File: src/rtl/instr_fetch_unit_pkg.sv
// Shared types for the RV32I fetch stage: FSM states, buffer entry layout.
// Optional misaligned-redirect trap: IFETCH_MISALIGN_TRAP_EN.
package instr_fetch_unit_pkg;

    localparam logic [31:0] FETCH_RESET_VECTOR = 32'h0000_0000;

    typedef enum logic [1:0] {
        FETCH_BOOT = 2'd0,
        FETCH_RUN  = 2'd1,
        FETCH_HALT = 2'd2
    } fetch_state_e;

    typedef struct packed {
        logic [31:0] pc;
        logic [31:0] instr;
    } fetch_entry_t;

    function automatic logic [31:0] word_align(input logic [31:0] a);
        return {a[31:2], 2'b00};
    endfunction

endpackage

File: src/rtl/instr_fetch_unit_fetch_buffer.sv
// In-order instruction buffer holding {pc, instr} pairs for the decoder.
// Flush wins over push and pop in the same cycle.
module instr_fetch_unit_fetch_buffer
    import instr_fetch_unit_pkg::*;
#(
    parameter int DEPTH = 2,
    localparam int OW = $clog2(DEPTH + 1)
) (
    input  logic          clk,
    input  logic          rst_n,
    input  logic          push,
    input  logic          pop,
    input  logic          flush,
    input  fetch_entry_t  din,
    output logic [OW-1:0] occ,
    output fetch_entry_t  head
);

    localparam int AW = $clog2(DEPTH);

    fetch_entry_t  mem [DEPTH];
    logic [AW-1:0] wptr;
    logic [AW-1:0] rptr;
    logic [OW-1:0] occ_q;

    always_ff @(posedge clk or negedge rst_n) begin
        if (!rst_n) begin
            wptr  <= '0;
            rptr  <= '0;
            occ_q <= '0;
            for (int i = 0; i < DEPTH; i++) begin
                mem[i] <= '0;
            end
        end else if (flush) begin
            wptr  <= '0;
            rptr  <= '0;
            occ_q <= '0;
        end else begin
            if (push) begin
                mem[wptr] <= din;
                wptr      <= wptr + AW'(1);
            end
            if (pop) begin
                rptr <= rptr + AW'(1);
            end
            occ_q <= occ_q + OW'(push) - OW'(pop);
        end
    end

    assign occ  = occ_q;
    assign head = mem[rptr];

    always @(posedge clk) begin
        if (rst_n && !flush) begin
            assert (!(push && !pop && occ_q == OW'(DEPTH)));
            assert (!(pop && occ_q == '0));
        end
    end

endmodule

File: src/rtl/instr_fetch_unit.sv
// RV32I fetch stage: PC, imem request issue, stale-response tracking, decoder link.
// Define IFETCH_MISALIGN_TRAP_EN to trap and halt on misaligned redirect targets.
module instr_fetch_unit
    import instr_fetch_unit_pkg::*;
#(
    parameter logic [31:0] RESET_VECTOR    = FETCH_RESET_VECTOR,
    parameter int          BUF_DEPTH       = 2,
    parameter int          MAX_OUTSTANDING = 2
) (
    input  logic        clk,
    input  logic        rst_n,
    output logic        imem_req_valid,
    input  logic        imem_req_ready,
    output logic [31:0] imem_req_addr,
    input  logic        imem_rsp_valid,
    input  logic [31:0] imem_rsp_data,
    input  logic        redirect_valid,
    input  logic [31:0] redirect_pc,
    output logic        instr_valid,
    input  logic        instr_ready,
    output logic [31:0] instr,
    output logic [31:0] instr_pc,
    output logic        fetch_trap
);

    localparam int OW = $clog2(BUF_DEPTH + 1);
    localparam int CW = $clog2(MAX_OUTSTANDING + 1);
    localparam int SW = 8;

    fetch_state_e  state_q;
    fetch_state_e  state_d;
    logic [31:0]   pc_q;
    logic [31:0]   rsp_pc_q;
    logic [CW-1:0] outst_q;
    logic [CW-1:0] outst_d;
    logic [CW-1:0] stale_q;
    logic [OW-1:0] occ;
    fetch_entry_t  head;
    fetch_entry_t  din;
    logic          run;
    logic          redir;
    logic          mis;
    logic          space_ok;
    logic          accept;
    logic          push;
    logic          pop;

`ifdef IFETCH_MISALIGN_TRAP_EN
    assign mis = run && redirect_valid && (redirect_pc[1:0] != 2'b00);
`else
    assign mis = 1'b0;
`endif

    always_comb begin
        state_d = state_q;
        run     = 1'b0;
        unique case (state_q)
            FETCH_BOOT: state_d = FETCH_RUN;
            FETCH_RUN: begin
                run = 1'b1;
                if (mis) begin
                    state_d = FETCH_HALT;
                end
            end
            FETCH_HALT: state_d = FETCH_HALT;
            default:    state_d = FETCH_BOOT;
        endcase
    end

    always_ff @(posedge clk or negedge rst_n) begin
        if (!rst_n) begin
            state_q <= FETCH_BOOT;
        end else begin
            state_q <= state_d;
        end
    end

    // Words already owed to the buffer count against its space.
    assign space_ok = (SW'(occ) + SW'(outst_q) - SW'(stale_q))
                      < SW'(BUF_DEPTH);

    assign redir          = run && redirect_valid;
    assign imem_req_valid = run && !redirect_valid && space_ok
                            && (outst_q < CW'(MAX_OUTSTANDING));
    assign imem_req_addr  = run ? pc_q : '0;
    assign accept         = imem_req_valid && imem_req_ready;
    assign outst_d        = outst_q + CW'(accept) - CW'(imem_rsp_valid);

    assign push = imem_rsp_valid && (stale_q == '0) && !redir;
    assign din  = '{pc: rsp_pc_q, instr: imem_rsp_data};

    assign instr_valid = (occ != '0) && !redirect_valid;
    assign pop         = instr_valid && instr_ready;
    assign instr       = head.instr;
    assign instr_pc    = head.pc;

    always_ff @(posedge clk or negedge rst_n) begin
        if (!rst_n) begin
            pc_q     <= RESET_VECTOR;
            rsp_pc_q <= RESET_VECTOR;
            outst_q  <= '0;
            stale_q  <= '0;
        end else begin
            outst_q <= outst_d;
            if (redir) begin
                stale_q  <= outst_d;
                pc_q     <= word_align(redirect_pc);
                rsp_pc_q <= word_align(redirect_pc);
            end else begin
                if (imem_rsp_valid && stale_q != '0) begin
                    stale_q <= stale_q - CW'(1);
                end
                if (accept) begin
                    pc_q <= pc_q + 32'd4;
                end
                if (push) begin
                    rsp_pc_q <= rsp_pc_q + 32'd4;
                end
            end
        end
    end

`ifdef IFETCH_MISALIGN_TRAP_EN
    logic trap_q;

    always_ff @(posedge clk or negedge rst_n) begin
        if (!rst_n) begin
            trap_q <= 1'b0;
        end else if (mis) begin
            trap_q <= 1'b1;
        end
    end

    assign fetch_trap = trap_q;
`else
    assign fetch_trap = 1'b0;
`endif

    instr_fetch_unit_fetch_buffer #(
        .DEPTH (BUF_DEPTH)
    ) u_buf (
        .clk   (clk),
        .rst_n (rst_n),
        .push  (push),
        .pop   (pop),
        .flush (redir),
        .din   (din),
        .occ   (occ),
        .head  (head)
    );

    always @(posedge clk) begin
        if (rst_n) begin
            assert (!(imem_rsp_valid && outst_q == '0));
            assert (outst_q <= CW'(MAX_OUTSTANDING));
            assert (stale_q <= outst_q);
        end
    end

endmodule
File: config.mk
export PLATFORM = sky130hd
export DESIGN_NAME = instr_fetch_unit
export DESIGN_NICKNAME = d
export VERILOG_FILES = /design/src/rtl/instr_fetch_unit_pkg.sv /design/src/rtl/instr_fetch_unit_fetch_buffer.sv /design/src/rtl/instr_fetch_unit.sv
export SDC_FILE = /design/constraint.sdc
export NUM_CORES = 1
export LEC_CHECK = 0
export BUFFER_PORTS_ARGS = -buffer_cell sky130_fd_sc_hd__buf_2
export CORE_MARGIN = 5
export CORE_UTILIZATION = 32
export CTS_BUF_LIST = sky130_fd_sc_hd__clkbuf_8
export CTS_CLUSTER_DIAMETER = 200
export DETAILED_ROUTE_END_ITERATION = 6
export SYNTH_ARGS = -nofsm -noshare
export SYNTH_HDL_FRONTEND = slang
export SYNTH_HIERARCHICAL = 1
export SYNTH_SLANG_ARGS = --single-unit
File: constraint.sdc
create_clock -name clk -period 3.21 [get_ports clk]
set_input_delay 0.1605 -clock clk [delete_from_list [all_inputs] [get_ports clk]]
set_output_delay 0.1605 -clock clk [all_outputs]
set_load 0.005 [all_outputs]
==> results of run 1 <==
==> per-stage QoR <==
| stage | std cells | utilization | TNS, ns |
|---|---|---|---|
| 2_1_floorplan | 803 | - | 0 |
| 3_3_place_gp | 1345 | 0.359 | 0 |
| 3_5_place_dp | 1345 | 0.359 | 0 |
| 4_1_cts | 1440 | 0.393 | 0 |
| 5_1_grt | 1444 | 0.395 | -0.0219 |
| 6_report | 1445 | 0.395 | 0 |
==> worst max-delay path, cell delays in order (launching register included) <==
cell     delay [ns]
dfrtp_2        0.45
fa_2           0.61
fa_2           0.46
nor3_4         0.23
nand2_2        0.07
or2_4          0.25
ha_4           0.26
inv_1          0.03
ha_2           0.17
xnor2_2        0.14
xnor2_1        0.20
nand2_1        0.07
o21ai_0        0.07
==> routing by layer <==
metal,up-vias,routed length [um],track usage
met2,184,11000,0.215
met1,3464,12300,0.205
li1,3275,-,-
met3,15,1350,0.0328
met4,0,227,0.0302
met5,-,0,0
==> report_power, final <==
part	internal, mW	switching [mW]
Clock	0.660	1.01
Combinational	1.90	1.49
Sequential	3.27	0.500
==> how the worst min path moves through the flow <==
| stage | from | end | slack, ns | cells after the start |
|---|---|---|---|---|
| after CTS | instr_ready | u_buf/rptr$_DFFE_PN0P_ | 0.15 | 4 |
| after detailed placement | rst_n | u_buf/mem[81]$_DFFE_PN0P_ | 0.25 | 1 |
| final | instr_ready | u_buf/rptr$_DFFE_PN0P_ | 0.17 | 4 |
| after floorplan | rst_n | outst_q[0]$_DFF_PN0_ | -0.14 | 0 |
| after global routing | instr_ready | u_buf/rptr$_DFFE_PN0P_ | 0.17 | 4 |
| after global placement | rst_n | u_buf/mem[21]$_DFFE_PN0P_ | 0.25 | 1 |
==> layout make-up <==
cell class,instances,area share
Inverter,15,0.00453
Clock inverter,15,0.0143
Antenna cell,1,0.000201
Tap cell,402,0.0405
Clock buffer,17,0.0188
Sequential cell,198,0.399
Timing Repair Buffer,250,0.135
Multi-Input combinational cell,547,0.388
==> cells in the final DEF (no fill, tap or decap), types with 3 or more instances in the layout <==
master | netlist | layout
dfrtp_1 | 198 | 196
buf_2 | 11 | 162
mux2_2 | 122 | 122
mux2_4 | 70 | 70
dlygate4sd3_1 | 0 | 63
a21oi_1 | 52 | 52
nor2_1 | 47 | 47
xnor2_1 | 38 | 37
and2_1 | 33 | 33
nand3_1 | 25 | 25
nand2_1 | 24 | 22
xor2_1 | 21 | 21
buf_4 | 3 | 21
clkbuf_8 | 0 | 18
nand4_1 | 17 | 17
inv_1 | 15 | 15
nor4_2 | 9 | 9
nor4_1 | 9 | 9
nor3_1 | 8 | 8
ha_1 | 9 | 7
conb_1 | 1 | 7
and4_1 | 5 | 5
o21ai_0 | 5 | 5
nor4b_2 | 4 | 4
or3_1 | 4 | 4
and3_1 | 4 | 4
inv_6 | 0 | 4
nand4_2 | 3 | 3
inv_8 | 0 | 3
clkinv_8 | 0 | 3
buf_12 | 12 | 3
==> state kept, by name, summed over array words and instances (netlist names) <==
signal      flops
outst_q         2
pc_q           30
rsp_pc_q       30
stale_q         2
state_q         2
u_buf/mem     128
u_buf/occ       2
u_buf/rptr      1
u_buf/wptr      1
==> logic make-up after synthesis <==
| kind of cell | Yosys count | share of synthesized area |
|---|---|---|
| mux | 194 | 0.241 |
| fa+ha+maj | 11 | 0.0150 |
| compound gates | 65 | 0.0336 |
| other cells | 1 | 0.000369 |
| xor+xnor | 60 | 0.0531 |
| simple gates | 210 | 0.124 |
| buf+inv | 58 | 0.0453 |
| flops | 198 | 0.488 |
==> timing repair <==
item	in CTS	in global routing
endpoints found under the hold margin	200	0
hold buffers	63	0
setup buffers	0	4
setup endpoints to repair	0	1
resized for setup	0	8
==> qor.yml, run 1 <==
outcome: "finished, final reports clean"
drc: 0
final_cell_area_um2: 12400
fillCellCount: 3032
clk_pin_slew_ns: 0.11
ant_nets: 0
critical_path.startpoint: "outst_q[1]$_DFF_PN0_"
antenna_found_initial: 0
layout-drive-gt1-share: 0.427
reg2regPathDepth: 12
multi_input_area_um2: 4820
start_kind: "flip-flop"
clockRootBuffer: "clkbuf_8"
die_width_um: 188
grt_pass1_wl_um: 40600
grt_max_degree: 86
dr.pass1.iters: 4
grt_usage: 0.141
critical_path_required_ns: 3.62
grt_pass1_vias: 7326
crit_type: "flip-flop to flip-flop"
skew_ns: 0.0199
dp_slack_ns: 0.150
drt-vias-per-instance: 4.80
initial_utilization: 0.323
clk_latency_ns: 0.48
finalSetupViolations: 0
cts_tree: "done"
yosysUniqueCellTypes: 50
placed_cell_area_um2: 11300
arrival_ns: 3.49
worst_pin_slew_ns: 0.870
yosys_warnings: 6
finalWirelength_um: 24900
synth_area_leaders: "dfrtp_1 (49%), mux2_2 (14%), mux2_4 (10%)"
portBuffers: 163
regArea_um2: 4960
clockBufferDepth: 2
cellLeakagePower_nw: 5.59
die_area_um2: 35400
synth_top_cells_by_count: "dfrtp_1 (198), mux2_2 (122), mux2_4 (70)"
area_growth_pct: 22.3
critPathCaptureType: "flip-flop"
critical_path.endpoint: "stale_q[1]$_DFFE_PN0P_"
regToRegEndpoint: "stale_q[1]$_DFFE_PN0P_"
finalCriticalPeriod_ns: 3.08
initialDrtViolationCount: 372
synth-seq-area-share: 0.488
dieHeight_um: 188
p_total_mw: 8.83
yosysTopAreaCellShare: 0.488
globalplace.congestion: 0.797
report.final.hold_viol_count: 0
max_slew_margin: 0.420
post-dp-hpwl_um: 17000
synth_top_area_cell: "dfrtp_1"
hold_ws_ns: 0.174
max_freq_mhz: 325
r2r_start: "outst_q[1]$_DFF_PN0_"
nets: 1110
vdd_ir_drop_max_v: 0.000556
ff2ff_setup_slack_ns: 0.13
synth_edf_count: 0
htreeDepth: 4
clock_sinks: 198
rows: 65
cp_max_fo: 3
ys_ff_latch: 198
drv_slew: 0
period_share: 0.959
synth_flop_cell: "dfrtp_1"
mappedNetlistArea_um2: 10200
core_um2: 31500
wl_per_cell_um: 17.3
cellPowerDensity_nw_per_um2: 710
cts-buffers-inserted: 17
io_pins: 169
finalWorstSetupSlack_ns: 0.131
drv_cap: 0
syn_avg_cell_area_um2: 12.8
syn-instance-count: 797
grt.overflow.total: 0
async_flop_share: 1.00
vias: 6938
hp-class: "input port to flip-flop"
yosysMostFrequentCell: "dfrtp_1"
Power figures use the tool's default switching activity.
==> inputs of run 2 (changes only) <==
--- a/config.mk
+++ b/config.mk
@@ -8,7 +8,6 @@
 export BUFFER_PORTS_ARGS = -buffer_cell sky130_fd_sc_hd__buf_2
 export CORE_MARGIN = 5
 export CORE_UTILIZATION = 32
-export CTS_BUF_LIST = sky130_fd_sc_hd__clkbuf_8
 export CTS_CLUSTER_DIAMETER = 200
 export DETAILED_ROUTE_END_ITERATION = 6
 export SYNTH_ARGS = -nofsm -noshare
==> run 2 against run 1 <==
Compared with the run above: via count decreased by 1.5%; critical path depth unchanged; power increased by 5.9%; sequential power about the same; critical path type unchanged; first-iteration DRC count decreased by 14%; worst hold slack got worse by 0.16 ns; highest routed layer unchanged; sequential cell count unchanged; largest cell class unchanged; clock power increased by 31%; setup slack improved by 0.0060 ns; design area increased by 0.25%; register-to-register slack about the same.
==> qor.yml, run 2 (same netlist as run 1, synthesis figures left out) <==
hp-class: "input port to flip-flop"
post-dp-hpwl_um: 17000  # unchanged
area_growth_pct: 22.6
portBuffers: 163  # unchanged
die_width_um: 188  # unchanged
cts-buffers-inserted: 17  # unchanged
clk_pin_slew_ns: 0.08  # -0.03 ns
max_slew_margin: 0.426  # +0.00529
drc: 0  # unchanged
io_pins: 169  # unchanged
drv_slew: 0  # unchanged
regArea_um2: 4960  # unchanged
ant_nets: 0  # unchanged
fin_tns_setup_ns: 0  # unchanged
die_area_um2: 35400  # unchanged
start_kind: "flip-flop"
cts_tree: "done"
arrival_ns: 3.44  # -0.05 ns
clockBufferDepth: 2  # unchanged
placed_cell_area_um2: 11300  # unchanged
dp_cells: 1345  # unchanged
clk_latency_ns: 0.44  # -0.04 ns
grt_pass1_vias: 7342  # +0.22%
outcome: "finished, final reports clean"
grt_usage: 0.141  # +0.000316
finalWirelength_um: 24900  # -0.18%
initial_utilization: 0.323  # unchanged
dieHeight_um: 188  # unchanged
vias: 6834  # -1.5%
grt_max_degree: 86  # unchanged
dp_slack_ns: 0.150  # unchanged
finalCriticalPeriod_ns: 3.07  # -0.00603 ns
finalWorstSetupSlack_ns: 0.137  # +0.00603 ns
wl_per_cell_um: 17.4  # +0.94%
finalSetupViolations: 0  # unchanged
vdd_ir_drop_max_v: 0.000565  # +1.6%
nets: 1094  # -1.4%
skew_ns: 0.0183  # -0.00163 ns
critical_path_required_ns: 3.58  # -0.04 ns
multi_input_area_um2: 4820  # unchanged
hold_ws_ns: 0.0103  # -0.164 ns
critPathCaptureType: "flip-flop"
largest_register_ff_count: 128  # unchanged
reg2regPathDepth: 12  # unchanged
layout-drive-gt1-share: 0.434  # +0.00666
fillCellCount: 3021  # -0.36%
clock_sinks: 198  # unchanged
cellPowerDensity_nw_per_um2: 750  # +5.6%
worst_path_max_delay_cell: "fa_2"
core_um2: 31500  # unchanged
worst_pin_slew_ns: 0.862  # -0.00794 ns
instances_no_fill: 1429  # -1.1%
postLayoutCoreUtil: 0.396  # +0.000994
initialDrtViolationCount: 321  # -14%
rows: 65  # unchanged
final_cell_mix: "dfrtp_1 (196), buf_2 (162), mux2_2 (122), mux2_4 (70), a21oi_1 (52)"
path_cells: "fa_2 -> fa_2 -> nor3_4 -> nand2_2 -> or2_4 -> ha_4 -> inv_1 -> ha_2 -> xnor2_2 -> xnor2_1 -> nand2_1 -> o21ai_0"
grt.overflow.total: 0  # unchanged
biggestRegsByFlops: "u_buf/mem (128), pc_q (30), rsp_pc_q (30)"
drt-vias-per-instance: 4.78  # -0.40%
final_common_cell: "dfrtp_1"
grt_pass1_wl_um: 40600  # unchanged
p_total_mw: 9.35  # +5.9%
whs_path_depth: 3  # -1
clockRootBuffer: "clkbuf_16"
cellLeakagePower_nw: 5.61  # +0.37%
regMostFlops: "u_buf/mem"
dr.pass1.iters: 4  # unchanged
drv_cap: 0  # unchanged
critical_path.max_stage_delay_ns: 0.62  # about the same
cp_max_fo: 3  # unchanged
htreeDepth: 4  # unchanged
antenna_found_initial: 0  # unchanged
final_cell_area_um2: 12500  # +0.25%
crit_top_cell: "fa_2"
max_freq_mhz: 325  # +0.20%
report.final.hold_viol_count: 0  # unchanged
period_share: 0.957  # -0.00188
globalplace.congestion: 0.797  # unchanged
crit_type: "flip-flop to flip-flop"
==> run 2: cell count changes in the layout (fill, tap and decap cells not counted), sizes merged <==
cell         before  now
dlygate4sd3      63   47
==> run 2: worst paths after layout <==
| path | start | endpoint | slack (ns) |
|---|---|---|---|
| worst max-delay path | outst_q[1]$_DFF_PN0_ | stale_q[1]$_DFFE_PN0P_ | 0.14 |
| worst min-delay path | redirect_pc[23] | pc_q[23]$_DFFE_PN0P_ | 0.01 |
| worst max register to register | outst_q[1]$_DFF_PN0_ | stale_q[1]$_DFFE_PN0P_ | 0.14 |
| worst min register to register | state_q[0]$_DFFE_PN0P_ | state_q[1]$_DFFE_PN0P_ | 0.45 |
| max in group asynchronous | rst_n | u_buf/mem[117]$_DFFE_PN0P_ | 1.92 |
| min in group asynchronous | rst_n | u_buf/mem[17]$_DFFE_PN0P_ | 0.29 |
==> run 2: cell type report <==
cell class                 instances  area share
inverter                          15     0.00452
timing repair buffer             234       0.121
clock inverter                    15      0.0143
tap                              402      0.0404
multi-input combinational        547       0.387
sequential                       198       0.398
clock buffer                      17      0.0341
antenna                            1    0.000201
==> run 2: power breakdown <==
part | internal, mW | switching, mW | leakage [nW] | total (mW)
clock | 1.12 | 1.08 | 0.293 | 2.19
combinational | 1.89 | 1.49 | 2.88 | 3.37
sequential | 3.28 | 0.501 | 2.44 | 3.78
total | 6.28 | 3.06 | 5.61 | 9.35
==> run 2: critical path, delay by kind of cell (launching register included) <==
kind | cells | cell delay (ns)
buf+inv | 1 | 0.03
fa+ha+maj | 4 | 1.52
compound gates | 1 | 0.07
simple gates | 4 | 0.62
flops | 1 | 0.44
xor+xnor | 2 | 0.34
==> run 2: timing repair <==
item                       in CTS  in global routing
resized for setup               0                  8
setup endpoints to repair       0                  1
setup buffers                   0                  4
hold endpoints to repair      162                  0
hold buffers                   47                  0
==> run 2: layer usage <==
layer	global-route usage	part of all wire	up-vias
met3	0.0369	0.057	14
met4	0.0311	0.0088	0
met5	0	0	-
li1	-	-	3242
met2	0.213	0.44	181
met1	0.205	0.50	3397
==> inputs of run 3 (changes only) <==
--- a/config.mk
+++ b/config.mk
@@ -7,10 +7,10 @@
 export LEC_CHECK = 0
 export BUFFER_PORTS_ARGS = -buffer_cell sky130_fd_sc_hd__buf_2
 export CORE_MARGIN = 5
-export CORE_UTILIZATION = 32
+export CORE_UTILIZATION = 50
 export CTS_CLUSTER_DIAMETER = 200
 export DETAILED_ROUTE_END_ITERATION = 6
+export PLACE_DENSITY = 0.76
 export SYNTH_ARGS = -nofsm -noshare
 export SYNTH_HDL_FRONTEND = slang
-export SYNTH_HIERARCHICAL = 1
 export SYNTH_SLANG_ARGS = --single-unit
==> run 3 against run 2 <==
Compared with the run above: combinational power decreased by 10%; wire length shrank 9.0%; via count increased by 2.0%; clock power down 6%; setup slack got worse by 0.079 ns; first-iteration DRC count increased by 7.2%; worst hold slack better by 0.0050 ns.
==> qor.yml, run 3 <==
postLayoutCoreUtil: 0.626  # +0.230
finalCriticalPeriod_ns: 3.15  # +0.0790 ns
globalplace.congestion: 0.860  # +7.9%
async_flop_share: 1.00  # unchanged
clockRootBuffer: "clkbuf_16"
clk_latency_ns: 0.43  # about the same
ys_ff_latch: 194  # -2.0%
drt-vias-per-instance: 5.57  # +16%
wl_per_cell_um: 18.1  # +3.9%
rsz0062_at_grt: "true"
cellPowerDensity_nw_per_um2: 758  # +0.99%
ant_nets: 0  # unchanged
wl_met2_um: 11000  # +0.87%
wl_met1_um: 9980  # -19%
start_kind: "flip-flop"
critical_path_required_ns: 3.56  # -0.02 ns
clockBufferDepth: 2  # unchanged
yosysMostFrequentCell: "dfrtp_1"
met3WireLength_um: 1270  # -11%
dp_cells: 1171  # -13%
instances_no_fill: 1252  # -12%
synth_top_cells_by_count: "dfrtp_1 (194), mux2_2 (186), nor2_1 (46)"
multi_input_area_um2: 4430  # -8.2%
syn_avg_cell_area_um2: 11.9  # -6.7%
yosysTopAreaCellShare: 0.514  # +0.0265
nets: 1086  # -0.73%
antenna_found_initial: 0  # unchanged
cp_max_fo: 3  # unchanged
core_um2: 18600  # -41%
highest_layer: "met4"
portBuffers: 161  # -1.2%
worst_pin_slew_ns: 0.875  # +0.0137 ns
max_freq_mhz: 317  # -2.5%
skew_ns: 0.00867  # -0.00964 ns
dr.pass1.iters: 5  # +1
final_common_cell: "dfrtp_1"
drc: 0  # unchanged
syn-instance-count: 794  # -0.38%
initial_utilization: 0.507  # +0.184
hp-class: "input port to flip-flop"
synth-seq-area-share: 0.514  # +0.0265
post-dp-hpwl_um: 15300  # -9.9%
period_share: 0.982  # +0.0246
path_cells: "fa_2 -> fa_2 -> a211o_1 -> nor4b_4 -> nand2_4 -> ha_4 -> inv_2 -> ha_4 -> xnor2_2 -> xnor2_1 -> nand2_1 -> o21ai_1"
hold_ws_ns: 0.0153  # +0.00499 ns
critPathCaptureType: "flip-flop"
outcome: "finished, final reports clean"
arrival_ns: 3.50  # +0.06 ns
cp_num_buf_inv: 1  # unchanged
drv_cap: 0  # unchanged
finalWirelength_um: 22700  # -9.0%
regMostFlops: "u_buf.mem"
cts-buffers-inserted: 17  # unchanged
die_area_um2: 21700  # -39%
cellLeakagePower_nw: 5.16  # -8.0%
crit_family: "adder cells"
grt_pass1_wl_um: 37200  # -8.2%
clk_pin_slew_ns: 0.07  # about the same
synth_edf_count: 0  # unchanged
io_pins: 169  # unchanged
vdd_ir_drop_max_v: 0.000401  # -29%
grt_max_degree: 71  # -17%
synth_top_area_cell: "dfrtp_1"
die_width_um: 147  # -22%
yosysUniqueCellTypes: 45  # -10%
grt.overflow.total: 0  # unchanged
cts_tree: "done"
htreeDepth: 4  # unchanged
critical_path.max_stage_delay_ns: 0.59  # -0.03 ns
synth_flop_cell: "dfrtp_1"
synth_area_leaders: "dfrtp_1 (51%), mux2_2 (22%), xor2_1 (3.1%)"
biggestRegsByFlops: "u_buf.mem (124), pc_q (30), rsp_pc_q (30)"
vias: 6969  # +2.0%
finalSetupViolations: 0  # unchanged
grt_pass1_vias: 7211  # -1.8%
clock_sinks: 194  # -2.0%
drv_slew: 0  # unchanged
worst_path_max_delay_cell: "fa_2"
diodes: 0  # -1
p_total_mw: 8.84  # -5.4%
regArea_um2: 4860  # -2.0%
initialDrtViolationCount: 344  # +7.2%
fillCellCount: 1495  # -51%
grt_usage: 0.213  # +0.0721
dieHeight_um: 147  # -22%
mappedNetlistArea_um2: 9440  # -7.1%
rows: 50  # -23%
area_growth_pct: 23.5
max_slew_margin: 0.416  # -0.00912
crit_type: "flip-flop to flip-flop"
final_cell_mix: "dfrtp_1 (193), mux2_2 (186), buf_2 (160), nor2_1 (46), dlygate4sd3_1 (44)"
largest_register_ff_count: 124  # -3.1%
ff2ff_setup_slack_ns: 0.06  # -0.08 ns
layout-drive-gt1-share: 0.419  # -0.0143
report.final.hold_viol_count: 0  # unchanged
yosys_warnings: 0  # -6
[run 3: cell count changes in the layout (fill, tap and decap cells not counted), sizes merged, moves of 12 or more]
cell | before | now
nand2 | 24 | 39
a21oi | 52 | 35
xnor2 | 38 | 14
xor2 | 21 | 33
nor4 | 19 | 6
[run 3: metrics by stage]
step	worst slack, ns	TNS [ns]	area, um^2
finish	0.0582	0	11700
CTS	0.0522	0	11600
global route	-0.0706	-0.126	11700
global placement	0.0596	0	10600
detailed placement	0.00178	0	10600
floorplan	-0.0543	-0.0543	9490
[run 3: final cells by class]
type                       count  share of cell area
multi-input combinational    550               0.380
timing repair buffer         230               0.126
tap                          234              0.0251
clock buffer                  20              0.0383
inverter                      12             0.00386
clock inverter                12              0.0104
sequential                   194               0.416
[run 3: logic make-up after synthesis]
group,count (synthesis),share of synthesized area
AND/OR/NAND/NOR,218,0.126
flip-flops,194,0.514
multiplexers,189,0.225
AO/OA/AOI/OAI,80,0.0493
buffers and inverters,54,0.0253
XOR/XNOR,47,0.0436
adder cells (fa/ha/maj),11,0.0162
other,1,0.000397
[run 3: repair_timing]
action	4_1_cts	5_1_grt
setup endpoints to repair	1	9
hold buffers	44	0
gates resized for setup	0	7
endpoints found under the hold margin	146	0
pin swaps	1	6
setup buffers	0	5
[run 3: worst register-to-register path: cells and delay by family, from the launching register on]
family	cells	cell delay, ns
AND/OR/NAND/NOR	3	0.47
adder cells (fa/ha/maj)	4	1.45
XOR/XNOR	2	0.33
flip-flops	1	0.43
AO/OA/AOI/OAI	2	0.37
buffers and inverters	1	0.03
[run 3: metal layers]
layer  up-vias  global-route usage
li1       3252                   -
met1      3446               0.292
met2       239               0.352
met3        32              0.0359
met4         0              0.0629
met5         -                   0
[run 3: final timing paths]
kind                       cells past startpoint                       end                    from
setup / recovery                              12    stale_q[1]$_DFFE_PN0P_    outst_q[1]$_DFF_PN0_
hold / removal                                 3   rsp_pc_q[6]$_DFFE_PN0P_          redirect_pc[6]
setup reg to reg                              12    stale_q[1]$_DFFE_PN0P_    outst_q[1]$_DFF_PN0_
hold reg to reg                                1    state_q[1]$_DFFE_PN0P_  state_q[0]$_DFFE_PN0P_
max in group asynchronous                      3    u_buf.rptr$_DFFE_PN0P_                   rst_n
min in group asynchronous                      2  u_buf.mem[2]$_DFFE_PN0P_                   rst_n
[run 3: where the power goes]
group	total (mW)	leakage [nW]	switching, mW	internal [mW]
combinational	3.02	2.54	1.28	1.74
sequential	3.76	2.35	0.491	3.27
clock	2.06	0.270	0.947	1.11
total	8.84	5.16	2.72	6.12
